<file path="config.mk">
export PLATFORM = sky130hd
export DESIGN_NAME = signed_seq_divider
export DESIGN_NICKNAME = d
export VERILOG_FILES = /design/src/rtl/signed_seq_divider.sv
export SDC_FILE = /design/constraint.sdc
export NUM_CORES = 1
export LEC_CHECK = 0
export BUFFER_PORTS_ARGS = -buffer_cell sky130_fd_sc_hd__buf_2
export CORE_MARGIN = 2
export CORE_UTILIZATION = 53
export CTS_CLUSTER_DIAMETER = 50
export CTS_CLUSTER_SIZE = 24
export DETAILED_ROUTE_END_ITERATION = 8
export PLACE_DENSITY = 0.76
export SLEW_MARGIN = 20
export SYNTH_ARGS = -nofsm -noshare
export SYNTH_HDL_FRONTEND = slang
export SYNTH_SLANG_ARGS = --single-unit
</file>
<file path="constraint.sdc">
create_clock -name clk -period 2.3 [get_ports clk]
set_input_delay 0.46 -clock clk [delete_from_list [all_inputs] [get_ports clk]]
set_output_delay 0.46 -clock clk [all_outputs]
set_load 0.01 [all_outputs]
</file>
<file path="src/rtl/signed_seq_divider.sv">
// Iterative signed divider (truncating, C semantics), one restoring step per clock.
// Optional remainder output enabled by defining SDIV_REM_EN.
module signed_seq_divider #(
  parameter int unsigned N_W = 16,
  parameter int unsigned D_W = 8
) (
  input  logic                  clk,
  input  logic                  rst,
  input  logic                  in_valid,
  output logic                  in_ready,
  input  logic signed [N_W-1:0] dividend,
  input  logic signed [D_W-1:0] divisor,
  output logic                  out_valid,
  input  logic                  out_ready,
  output logic signed [N_W-1:0] quot,
`ifdef SDIV_REM_EN
  output logic signed [D_W-1:0] rem,
`endif
  output logic                  div_zero,
  output logic                  ovf
);

  localparam int unsigned CntW = (N_W > 1) ? $clog2(N_W) : 1;
  localparam logic [N_W-1:0] NMin = {1'b1, {(N_W-1){1'b0}}};
  localparam logic [N_W-1:0] NMax = {1'b0, {(N_W-1){1'b1}}};

  typedef enum logic [1:0] {StIdle, StCalc, StFix, StDone} state_e;

  state_e          state_q;
  logic [CntW-1:0] cnt_q;
  logic [N_W-1:0]  n_q;      // dividend magnitude, shifted out MSB first
  logic [N_W-1:0]  q_q;      // quotient magnitude, shifted in LSB first
  logic [D_W:0]    pr_q;     // partial remainder
  logic [D_W-1:0]  dmag_q;
  logic            sgn_n_q;
  logic            sgn_d_q;

  logic [N_W-1:0]  dvd_raw;
  logic [D_W-1:0]  dvs_raw;
  logic [N_W-1:0]  dvd_mag;
  logic [D_W-1:0]  dvs_mag;
  logic            is_zero;
  logic            is_ovf;
  logic [D_W:0]    shifted;
  logic [D_W+1:0]  trial;
  logic            qbit;
  logic [D_W:0]    pr_d;

  always_comb begin
    dvd_raw = dividend;
    dvs_raw = divisor;
    dvd_mag = dvd_raw[N_W-1] ? (~dvd_raw) + N_W'(1) : dvd_raw;
    dvs_mag = dvs_raw[D_W-1] ? (~dvs_raw) + D_W'(1) : dvs_raw;
    is_zero = (dvs_raw == '0);
    is_ovf  = (dvd_raw == NMin) && (dvs_raw == '1);
  end

  // pr_q < |divisor| always holds, so its low D_W bits carry the full value.
  always_comb begin
    shifted = {pr_q[D_W-1:0], n_q[N_W-1]};
    trial   = {1'b0, shifted} - {2'b00, dmag_q};
    qbit    = ~trial[D_W+1];
    pr_d    = qbit ? trial[D_W:0] : shifted;
  end

  always_ff @(posedge clk) begin
    if (rst) begin
      state_q   <= StIdle;
      in_ready  <= 1'b1;
      out_valid <= 1'b0;
      quot      <= '0;
`ifdef SDIV_REM_EN
      rem       <= '0;
`endif
      div_zero  <= 1'b0;
      ovf       <= 1'b0;
      cnt_q     <= '0;
      n_q       <= '0;
      q_q       <= '0;
      pr_q      <= '0;
      dmag_q    <= '0;
      sgn_n_q   <= 1'b0;
      sgn_d_q   <= 1'b0;
    end else begin
      unique case (state_q)
        StIdle: begin
          if (in_valid) begin
            n_q      <= dvd_mag;
            dmag_q   <= dvs_mag;
            sgn_n_q  <= dvd_raw[N_W-1];
            sgn_d_q  <= dvs_raw[D_W-1];
            pr_q     <= '0;
            q_q      <= '0;
            in_ready <= 1'b0;
            if (is_zero) begin
              quot      <= dvd_raw[N_W-1] ? NMin : NMax;
`ifdef SDIV_REM_EN
              rem       <= dvd_raw[D_W-1:0];
`endif
              div_zero  <= 1'b1;
              ovf       <= 1'b0;
              out_valid <= 1'b1;
              state_q   <= StDone;
            end else if (is_ovf) begin
              quot      <= NMax;
`ifdef SDIV_REM_EN
              rem       <= '0;
`endif
              div_zero  <= 1'b0;
              ovf       <= 1'b1;
              out_valid <= 1'b1;
              state_q   <= StDone;
            end else begin
              cnt_q   <= CntW'(N_W - 1);
              state_q <= StCalc;
            end
          end
        end
        StCalc: begin
          pr_q  <= pr_d;
          n_q   <= {n_q[N_W-2:0], 1'b0};
          q_q   <= {q_q[N_W-2:0], qbit};
          cnt_q <= cnt_q - CntW'(1);
          if (cnt_q == '0) state_q <= StFix;
        end
        StFix: begin
          quot      <= (sgn_n_q ^ sgn_d_q) ? (~q_q) + N_W'(1) : q_q;
`ifdef SDIV_REM_EN
          rem       <= sgn_n_q ? (~pr_q[D_W-1:0]) + D_W'(1) : pr_q[D_W-1:0];
`endif
          div_zero  <= 1'b0;
          ovf       <= 1'b0;
          out_valid <= 1'b1;
          state_q   <= StDone;
        end
        StDone: begin
          if (out_ready) begin
            out_valid <= 1'b0;
            in_ready  <= 1'b1;
            state_q   <= StIdle;
          end
        end
        default: state_q <= StIdle;
      endcase
    end
  end

endmodule

</file>
# Word level (Yosys, flattened, before mapping)
# Cells that the tools add are included.
# totals
regBits	76
latchBits	0
ramBits	0
mem_bits_ro	0
input_bits	28
output_inout_bits	20
memories	0
# classes
addsub	5
multipliers	0
n_div	0
order_cmp	0
eq_ne	11
shift	0
n_mux	40
n_bitwise	5
n_reduce_logical	15
# op_table
operator	count
$mux 16	8
$pmux 16 s2	3
$add 16x1->16 const B	2
$not 16->16	2
$mux 8	3
$eq 16x16->1 const B	1
$pmux 8 s2	1
$mux 4	3
$mux 1	11
$mux 2	5
$ne 2x2->1 const B	5
$sub 9x8->10	1
$reduce_and 3->1	3
$add 8x1->8 const B	1
$eq 8x8->1 const B	1
$logic_not 8->1	1
$not 8->8	1
$pmux 2 s4	1
$pmux 4 s2	1
$reduce_and 4->1	2
$pmux 1 s2	3
$reduce_bool 2->1	3
$eq 2x2->1 const B	2
$logic_not 4->1	1
other kinds (10)	11

# Logic depth before layout (Yosys ltp)
# depth
ltp_word	6
depth_mapped	10
mapped_depth_nobuf	9

# Worst setup path before layout
# OpenSTA, ideal clock, no wires.
# synth_timing
kind	register to register
from	reg dmag_q[1]
to	reg pr_q[0]
setup_time_ns	0.117
arrival_ns	2.005
t_required_ns	2.183
setup_slack_ns	0.178
path_stages_with_launch	9
path_cell_list	dfxtp_1 > inv_1 > ha_1 > nor2b_1 > o31a_1 > o311ai_1 > nand2_1 > mux2i_1 > a22o_1
# synth_between
elab_chain_cells	3
# synth_lines
element	line	rtl
start, declared	34	logic [D_W-1:0] dmag_q;
start signal, assigned	89	dmag_q <= dvs_mag;
$sub 9x8->10	61	trial = {1'b0, shifted} - {2'b00, dmag_q};
$mux 8	63	pr_d = qbit ? trial[D_W:0] : shifted;
$pmux 8 s2	85	unique case (state_q)
end signal, assigned	120	pr_q <= pr_d;
end, declared	33	logic [D_W:0] pr_q;
# Every way passes these cells.
# A chain may end at the register's enable or synchronous reset.

# Worst setup path in the final report
# Same ends and word-level chain as after synthesis.

==> flow_summary.json <==
{
  "synth_edf_count": 0,
  "grt_pass1_vias": 3806,
  "ys_async_sr_fraction_pct": 0,
  "synth_seq_cells": 76,
  "fmax_mhz": 466,
  "clk_sinks": 76,
  "clkTransAtPathRegs_ns": 0.07,
  "cts_inserted_buffers": 9,
  "slew_headroom_pct": 55.5,
  "slew_worst_pin_ns": 0.662,
  "clk_root_buffer_cell": "sky130_fd_sc_hd__clkbuf_8",
  "synth.area.mux_share_pct": 1.61,
  "place.detailed.instances": 684,
  "tritoncts": "done",
  "main_combinational_cell_family_by_area_after_synthesis": "compound AO/OA/AOI/OAI gates",
  "number_of_antenna_violations_at_the_first_check_in_global_routing": 0,
  "detailedRoute.firstPassIterationCount": 5,
  "path_buf_inv": 1,
  "cellLeakagePower_nw": 2.03,
  "power.share.clock_pct": 19.8,
  "synthesis.instances": 527,
  "hold_path_class": "input pin to flop",
  "cts-resized-gates": 0,
  "chipHeight_um": 94.5,
  "dp_hpwl_um": 7380,
  "fin_setup_tns_ns": 0,
  "clk_latency_ns": 0.36,
  "synth-compound-area-share_pct": 24.4,
  "power_density_nw_per_um2": 985,
  "power.sequential.fraction_pct": 35.6,
  "synth_nets": 573,
  "post-route-drc-count": 0,
  "critical_path_startpoint_category": "flop",
  "power_switching_share_pct": 39.9,
  "grt_busiest_layer": "met2",
  "rsz_0062_raised_after_global_routing": "no",
  "n_antenna_cell": 0,
  "global_route_wire_length_before_repair_um": 17100,
  "synth_simple_gate_area_share_pct": 21.1,
  "synth.area.top_cells": "sky130_fd_sc_hd__dfxtp_1 35%, sky130_fd_sc_hd__nor2_1 5.4%, sky130_fd_sc_hd__ha_1 4.9%",
  "placeableCoreArea_um2": 8090,
  "synth.yosys.seq_area_share_pct": 35.0,
  "ctsHtreeMaxLevel": 3,
  "stdcell_count": 699,
  "post-route-min-period_ns": 2.15,
  "io-pin-count": 48,
  "critical_setup_path_class": "flop to flop",
  "drt_iter0_markers": 145,
  "final_nets": 636,
  "cp_top_family": "compound AO/OA/AOI/OAI gates",
  "grt_util_met2_pct": 42.3,
  "crit_path_max_incr_delay_ns": 0.41,
  "maxCapViolations": 0,
  "global_route.usage.met3_pct": 3.43,
  "synth_adder_area_share_pct": 5.36,
  "vias": 3987,
  "initial_utilization_pct": 53.7,
  "drive_above_1_share_pct": 21.2,
  "timing.critical_path.cells": "inv_1, ha_1, nor2b_1, o31a_1, o311ai_2, nand2_2, mux2i_1, a22o_1",
  "syn_area_per_cell_um2": 8.24,
  "power.ir.vdd_worst_mv": 0.760,
  "gp_congestion": 0.857,
  "run_status": "finished, final reports clean",
  "final-hold-violation-count": 0,
  "final_period_util_pct": 93.3,
  "synthFlopType": "sky130_fd_sc_hd__dfxtp_1",
  "globalRouteTotalUtil_pct": 23.6,
  "route.final.wire_length_um": 10100,
  "die_boundary_width_um": 94.5,
  "grt_start_max_net_pins": 29,
  "post_synth_xor_area_fraction_pct": 7.26,
  "pwr-share-comb_pct": 44.7,
  "count_of_synthesis_stage_warnings_from_yosys": 0,
  "crit_fanout": 7,
  "place.port_buffers": 47,
  "syn_to_final_growth_pct": 16.1,
  "drt-vias-per-instance": 5.70,
  "cp_slowest_cell": "sky130_fd_sc_hd__dfxtp_1",
  "final_slew_violations": 0,
  "clk_path_buf_depth": 2,
  "internal-power_mw": 2.99,
  "library_cell_occupying_the_most_area_in_the_post_synthesis_netlist": "sky130_fd_sc_hd__dfxtp_1",
  "routed_wire_length_per_instance_um": 14.4,
  "grt_remaining_overflow": 0,
  "cp_data_arrival_time_ns": 2.39,
  "crit_path_end_kind": "flop",
  "finalSetupViolCount": 0,
  "grt.met1_usage_pct": 28.3,
  "core.rowCount": 33,
  "post-cts-setup-buffer-count": 0,
  "die_area_um2": 8940,
  "synth_top_area_share_pct": 35.0,
  "finalClockSkew_ns": 0.0116,
  "p_switching_mw": 1.98,
  "route.antenna.remaining_nets": 0,
  "count_of_unique_library_cells_instantiated_by_yosys": 57,
  "postCtsHoldBufs": 0,
  "synth_area_um2": 4340,
  "worst_path_required_ns": 2.55
}
[area by class of cell]
cell class	instances	area, µm²
fill	746	3050
clock inverter	5	53.8
inverter	26	97.6
timing repair buffer	80	495
clock buffer	10	128
sequential	76	1520
multi-input combinational	397	2620
tap	105	131
[per-layer routing]
| metal | share of wire, % | routed length, µm |
|---|---|---|
| met1 | 44 | 4470 |
| met2 | 49 | 4950 |
| met3 | 4.7 | 471 |
| met4 | 1.7 | 175 |
| met5 | 0 | 0 |
[power by group through the flow]
| stage | Sequential, mW | Clock, mW | Combinational [mW] |
|---|---|---|---|
| 6_report | 1.77 | 0.982 | 2.22 |
| 4_1_cts | 1.77 | 0.998 | 2.18 |
| 3_3_place_gp | 1.78 | 0 | 2.11 |
| 3_5_place_dp | 1.80 | 0 | 2.17 |
| 5_1_grt | 1.80 | 1.06 | 2.48 |
| 2_1_floorplan | 1.79 | 0 | 1.53 |
[flip-flops by register name, indices dropped and copies added, names as in the netlist]
| register | cells |
|---|---|
| pr_q | 8 |
| quot | 16 |
| dmag_q | 8 |
| q_q | 16 |
| out_valid | 1 |
| div_zero | 1 |
| state_q | 2 |
| n_q | 16 |
| sgn_d_q | 1 |
| ovf | 1 |
| cnt_q | 4 |
| sgn_n_q | 1 |
| in_ready | 1 |
[worst min-delay path: cells and delay by family]
| family | cells | cell delay (ns) |
|---|---|---|
| compound gates | 2 | 0.18 |
| buf+inv | 1 | 0.10 |
[cell usage after synthesis, types with 3 or more instances]
library cell	instances
sky130_fd_sc_hd__inv_1	25
sky130_fd_sc_hd__nand2b_1	8
sky130_fd_sc_hd__nor3_1	16
sky130_fd_sc_hd__dfxtp_1	76
sky130_fd_sc_hd__and2_1	3
sky130_fd_sc_hd__o31ai_1	5
sky130_fd_sc_hd__clkbuf_1	21
sky130_fd_sc_hd__a22oi_1	18
sky130_fd_sc_hd__mux2i_1	7
sky130_fd_sc_hd__a211oi_1	8
sky130_fd_sc_hd__o21ai_0	25
sky130_fd_sc_hd__and4_1	4
sky130_fd_sc_hd__ha_1	17
sky130_fd_sc_hd__a311oi_1	4
sky130_fd_sc_hd__nor2_1	62
sky130_fd_sc_hd__nor2b_1	6
sky130_fd_sc_hd__o211ai_1	8
sky130_fd_sc_hd__nand2_1	56
sky130_fd_sc_hd__a21oi_1	40
sky130_fd_sc_hd__xnor2_1	15
sky130_fd_sc_hd__a21oi_2	11
sky130_fd_sc_hd__nand4_1	3
sky130_fd_sc_hd__nand3_1	5
sky130_fd_sc_hd__xor2_1	21
sky130_fd_sc_hd__nor3_2	9
sky130_fd_sc_hd__a31oi_1	6
sky130_fd_sc_hd__o41ai_1	4
sky130_fd_sc_hd__buf_2	3
[cell families after synthesis]
family / after synthesis
fa+ha+maj: 18
flops: 76
simple gates: 183
mux: 7
compound gates: 153
xor+xnor: 36
buf+inv: 54
[final timing paths]
check                                from       end  slack (ns)  cells past startpoint
worst min register to register     n_q[3]    n_q[3]        0.46                      2
worst min-delay path            out_ready  in_ready        0.43                      3
worst max register to register  dmag_q[1]   pr_q[0]        0.15                      8
worst max-delay path            dmag_q[1]   pr_q[0]        0.15                      8
[cells in the final DEF (no fill, tap or decap), drive strengths merged, types with 4 or more instances in the layout]
master / n
a31oi: 7
a311oi: 4
xnor2: 15
buf: 80
dfxtp: 76
nor2b: 6
and4: 4
clkinv: 5
ha: 17
nand2: 56
o31ai: 5
mux2i: 7
xor2: 21
a211oi: 8
nor3: 25
a21oi: 51
o211ai: 8
nand2b: 8
nand3: 5
clkbuf: 10
a22oi: 18
o21ai: 27
nor2: 62
nor4: 4
inv: 25
o41ai: 4
[through the flow]
stage / worst slack, ns / hold WS [ns] / cell area (µm²) / total power, mW / utilization (%)
6_report: 0.154 / 0.427 / 5040 / 4.97 / 62.3
5_1_grt: 0.0280 / 0.459 / 5040 / 5.34 / 62.3
4_1_cts: 0.00384 / 0.428 / 5020 / 4.95 / 62.1
3_5_place_dp: -0.238 / 0.446 / 4840 / 3.97 / 59.8
3_3_place_gp: -0.0973 / 0.440 / 4840 / 3.89 / 59.8
2_1_floorplan: 0.178 / 0.432 / 4340 / 3.32 / -
(Power assumes the default switching activity.)
